===== config.mk =====
export PLATFORM = sky130hd
export DESIGN_NAME = fp_mul_arbiter
export DESIGN_NICKNAME = d
export VERILOG_FILES = /design/src/rtl/fp_mul_arbiter.sv
export SDC_FILE = /design/constraint.sdc
export NUM_CORES = 1
export LEC_CHECK = 0
export BUFFER_PORTS_ARGS = -buffer_cell sky130_fd_sc_hd__buf_2
export CAP_MARGIN = 20
export CORE_MARGIN = 8
export CORE_UTILIZATION = 40
export CTS_CLUSTER_SIZE = 12
export DETAILED_ROUTE_END_ITERATION = 12
export HOLD_SLACK_MARGIN = 0.12
export PLACE_DENSITY = 0.67
export REMOVE_ABC_BUFFERS = 1
export SETUP_SLACK_MARGIN = 0.5
export SYNTH_ARGS = -nofsm -noshare
export SYNTH_HDL_FRONTEND = slang
export SYNTH_SLANG_ARGS = --single-unit

===== constraint.sdc =====
create_clock -name clk -period 4.7 [get_ports clk]
set_input_delay 0.705 -clock clk [delete_from_list [all_inputs] [get_ports clk]]
set_output_delay 0.705 -clock clk [all_outputs]
set_load 0.02 [all_outputs]

===== src/rtl/fp_mul_arbiter.sv =====
// Round-robin sequencer sharing one combinational FP multiplier among NUM_REQ requesters.
// Operands are registered into the multiplier; the product returns with its requester ID.
module fp_mul_arbiter #(
  parameter int unsigned NUM_REQ  = 4,
  parameter int unsigned ID_WIDTH = 2
) (
  input  logic                  clk,
  input  logic                  rst_n,
  input  logic [NUM_REQ-1:0]    req_valid,
  input  logic [32*NUM_REQ-1:0] req_a,
  input  logic [32*NUM_REQ-1:0] req_b,
  output logic [NUM_REQ-1:0]    req_ready,
  output logic [31:0]           mul_a,
  output logic [31:0]           mul_b,
  output logic                  mul_valid,
  input  logic [31:0]           mul_result,
  output logic                  rsp_valid,
  output logic [31:0]           rsp_data,
  output logic [ID_WIDTH-1:0]   rsp_id,
  input  logic                  rsp_ready,
  output logic                  busy
);

  typedef enum logic [0:0] {StIdle, StIssue} state_e;

  state_e              state_q;
  logic [ID_WIDTH-1:0] ptr_q;
  logic [ID_WIDTH-1:0] grant_id_q;

  logic [ID_WIDTH-1:0] winner;
  logic                found;
  logic                grant;
  logic [31:0]         win_a;
  logic [31:0]         win_b;

  // Scan upward from the requester after the last winner, wrapping around.
  always_comb begin
    int unsigned idx;
    idx    = 0;
    winner = '0;
    found  = 1'b0;
    win_a  = '0;
    win_b  = '0;
    for (int unsigned k = 1; k <= NUM_REQ; k++) begin
      idx = (32'(ptr_q) + k) % NUM_REQ;
      if (!found && req_valid[idx]) begin
        found  = 1'b1;
        winner = ID_WIDTH'(idx);
        win_a  = req_a[32*idx +: 32];
        win_b  = req_b[32*idx +: 32];
      end
    end
  end

  // rst_n gates the grant so req_ready drops the moment reset asserts.
  assign grant = rst_n && (state_q == StIdle) && (!rsp_valid || rsp_ready) && found;

  always_comb begin
    req_ready = '0;
    for (int unsigned i = 0; i < NUM_REQ; i++) begin
      req_ready[i] = grant && (32'(winner) == i);
    end
  end

  assign busy = (state_q == StIssue) || rsp_valid;

  always_ff @(posedge clk or negedge rst_n) begin
    if (!rst_n) begin
      state_q    <= StIdle;
      ptr_q      <= ID_WIDTH'(NUM_REQ - 1);
      grant_id_q <= '0;
      mul_a      <= '0;
      mul_b      <= '0;
      mul_valid  <= 1'b0;
      rsp_valid  <= 1'b0;
      rsp_data   <= '0;
      rsp_id     <= '0;
    end else begin
      if (rsp_valid && rsp_ready) begin
        rsp_valid <= 1'b0;
      end
      case (state_q)
        StIdle: begin
          if (grant) begin
            mul_a      <= win_a;
            mul_b      <= win_b;
            grant_id_q <= winner;
            ptr_q      <= winner;
            mul_valid  <= 1'b1;
            state_q    <= StIssue;
          end
        end
        StIssue: begin
          // A fresh load overrides the handshake clear above.
          rsp_data  <= mul_result;
          rsp_id    <= grant_id_q;
          rsp_valid <= 1'b1;
          mul_valid <= 1'b0;
          state_q   <= StIdle;
        end
        default: state_q <= StIdle;
      endcase
    end
  end

endmodule


==> qor.yml <==
drive_gt1_share_pct: 34.09
cts_tree: "built"
min_period_over_period_pct: 69.34
critPathMaxFanout: 52
drtAntennaViolNets: 0
synth_edf_count: 0
grt_max_degree: 182
core_um2: 26880
syn2layout_area_growth_pct: 20.32
max-slew-margin-rel_pct: 25.27
fin_cells: 1942
synthTopCellsByArea: "dfrtp_1 (24%), mux2i_1 (18%), nor4b_2 (8.4%), o22ai_1 (7.3%), o311ai_0 (5.0%)"
cts_setup_buffers: 0
initial_core_util_pct: 40.67
fillers: 2616
pwr-share-comb_pct: 65.6
cts_buffers: 9
synth_seq_cells: 105
grt_usage_pct: 24.19
cts-root-buf: "clkbuf_16"
hold_depth: 2
antenna_found_initial: 12
dp_hpwl_um: 29070
synth_top_area_cell: "dfrtp_1"
drc: 0
p_sw_share_pct: 49.50
drv_slew: 0
vias_per_cell: 6.058
syn_inst: 1289
synth.avg_cell_area_um2: 8.480
place_congestion: 0.8371
cts_resized: 0
arrival_ns: 2.55
post-route-min-period_ns: 3.259
cts.clk_slew.worst_paths_ns: 0.08
cts_max_level: 3
nets: 1883
holdPathEnd: "grant_id_q[1]"
power.clock.fraction_pct: 10.9
die_h_um: 181.3
clk_path_buf_depth: 2
worstPathRequired_ns: 3.99
timing.rr.end: "mul_b[21]"
num_rows: 60
async_reset_ff_share_pct: 100.0
r2r-start: "ptr_q[1]"
ys.flop_type: "dfrtp_1"
die_width_um: 181.3
cap_viol_max_count: 0
drt-total-wl_um: 41330
first_iter_violations: 796
numClockSinks: 105
fin_ws_ns: 1.441
r2r_slack_ns: 1.54
insertion_delay_ns: 0.36
yosys_warnings: 0
hold_buffers: 0
setup.worst_path.start_class: "register"
worst_pin_slew_ns: 1.121
holdCritPathClass: "register to register"
setup_viol: 0
skew_ns: 0.01658
seq_area_um2: 2638
grt_pass1_wl_um: 65550
endpoint_kind: "output port"
synth_top_area_share_pct: 23.58
power_density_nw_per_um2: 537.7
hold_viol: 0
netlist_area_um2: 10930
drt-pass1-iter-count: 5
vias: 11765
gr-total-overflow: 0
sequentialPowerShare_pct: 23.5
max-vdd-ir-drop_uv: 352.3
clock.fmax_ghz: 0.3069
ys_types: 46
ios: 400
p_int_mw: 3.571
grt_pass1_vias: 12153
rsz0062_at_grt: "no"
dp.cells: 1918
routedWlPerCell_um: 21.28
io_buffers: 399
min_from: "grant_id_q[1]"
criticalPathCategory: "register to output port"
dp_slack_ns: 1.384
switchingPower_mw: 3.501
rr_worst_depth: 5
multi_input_area_um2: 7572
status: "finished clean"
seq_area_frac_synth_pct: 24.06
dieArea_um2: 32870
leakagePower_nw: 5.823
==> worst max-delay path: stages, from the launching register on <==
cell and delay, ns:
dfstp_4 0.95, inv_4 0.30, a311oi_1 0.40, nand2_1 0.16, nor2_1 0.18, buf_2 0.20
==> layer usage <==
metal	GRT usage (%)	vias to the layer above	wire length, µm
li1	-	5511	-
met1	29.32	5580	17320
met2	40.82	579	19500
met3	6.359	85	3390
met4	8.527	10	1064
met5	0	-	55
==> power by group through the flow <==
stage          logic [mW]  clock network, mW  registers (mW)
2_1_floorplan        2.81                  0            2.36
3_3_place_gp         4.52                  0            1.67
3_5_place_dp         4.61                  0            1.67
4_1_cts              4.63              0.790            1.66
5_1_grt              5.07              0.826            1.72
6_report             4.64              0.770            1.66
==> placed cells by master (no fill, tap or decap), types with 2 or more instances in the layout <==
| cell type | synthesis | final |
|---|---|---|
| o21ai_0 | 69 | 69 |
| inv_6 | 0 | 2 |
| nand2b_1 | 2 | 2 |
| clkbuf_16 | 0 | 9 |
| o21ai_1 | 61 | 61 |
| o21ai_4 | 2 | 4 |
| mux2i_1 | 192 | 192 |
| nand2_1 | 136 | 136 |
| o311ai_0 | 63 | 63 |
| nor2b_1 | 65 | 65 |
| nor4b_2 | 61 | 61 |
| nor3_1 | 66 | 66 |
| inv_1 | 4 | 3 |
| buf_4 | 19 | 18 |
| nor4b_1 | 5 | 5 |
| buf_12 | 7 | 3 |
| clkinv_4 | 0 | 2 |
| nor4bb_1 | 2 | 2 |
| dfrtp_1 | 103 | 103 |
| a21oi_1 | 67 | 67 |
| nor3b_1 | 2 | 2 |
| nor2_1 | 9 | 9 |
| and2_1 | 64 | 64 |
| mux2_2 | 34 | 34 |
| diode_2 | 0 | 8 |
| inv_8 | 0 | 2 |
| dfstp_4 | 0 | 2 |
| o22ai_1 | 128 | 128 |
| and3b_1 | 2 | 2 |
| buf_2 | 34 | 398 |
==> how the worst max path moves through the flow <==
| stage | startpoint | to |
|---|---|---|
| floorplan | ptr_q[1] | mul_a[28] |
| global placement | ptr_q[1] | mul_a[28] |
| detailed placement | req_valid[1] | mul_b[17] |
| CTS | ptr_q[0] | req_ready[2] |
| global route | ptr_q[0] | req_ready[2] |
| finish | ptr_q[0] | req_ready[2] |
==> through the flow <==
step | hold slack [ns] | total power, mW | util (%) | area, µm² | setup TNS [ns]
floorplan | 0.4094 | 5.173 | - | 10190 | -164.72
global placement | 0.4588 | 6.188 | 47.72 | 12820 | 0
detailed placement | 0.4631 | 6.286 | 47.79 | 12840 | 0
CTS | 0.4834 | 7.079 | 48.86 | 13130 | 0
global route | 0.5080 | 7.623 | 48.90 | 13140 | 0
finish | 0.4844 | 7.071 | 48.93 | 13150 | 0
==> state kept, by name, summed over array words and instances (netlist names) <==
name,flops
mul_a,32
mul_b,32
rsp_data,32
grant_id_q,2
ptr_q,2
rsp_id,2
mul_valid,1
rsp_valid,1
state_q,1
==> cells in the mapped netlist (2+ instances only) <==
cell,instances
o21ai_2,2
clkbuf_1,63
nor4b_1,5
nor4bb_1,2
dfrtp_1,103
nor3b_1,2
and3b_1,2
nor3_1,66
a21oi_1,67
nand2b_1,2
buf_12,7
and2_1,64
inv_1,4
o311ai_0,63
o22ai_1,128
o21ai_4,2
nor2b_1,65
nor2_1,9
buf_6,3
o21ai_1,61
mux2i_1,192
nor4b_2,61
mux2_2,34
nand2_1,136
buf_2,34
o21ai_0,69
dfstp_2,2
buf_1,5
buf_4,19
==> cells by family after synthesis <==
logic type	after synthesis	synth area share, %
mux	227	21.29
compound gates	397	22.29
simple gates	424	25.40
buf+inv	136	6.960
flops	105	24.06
==> layout make-up <==
type                       instances  share of cell area, %
sequential                       105                  20.06
timing repair buffer             419                  16.63
inverter                           5                 0.1617
multi-input combinational       1048                  57.58
tap                              341                  3.244
antenna                            8                 0.1522
clock inverter                     6                 0.4376
clock buffer                      10                  1.741
Note: power is estimated with default switching activity, not from simulation.
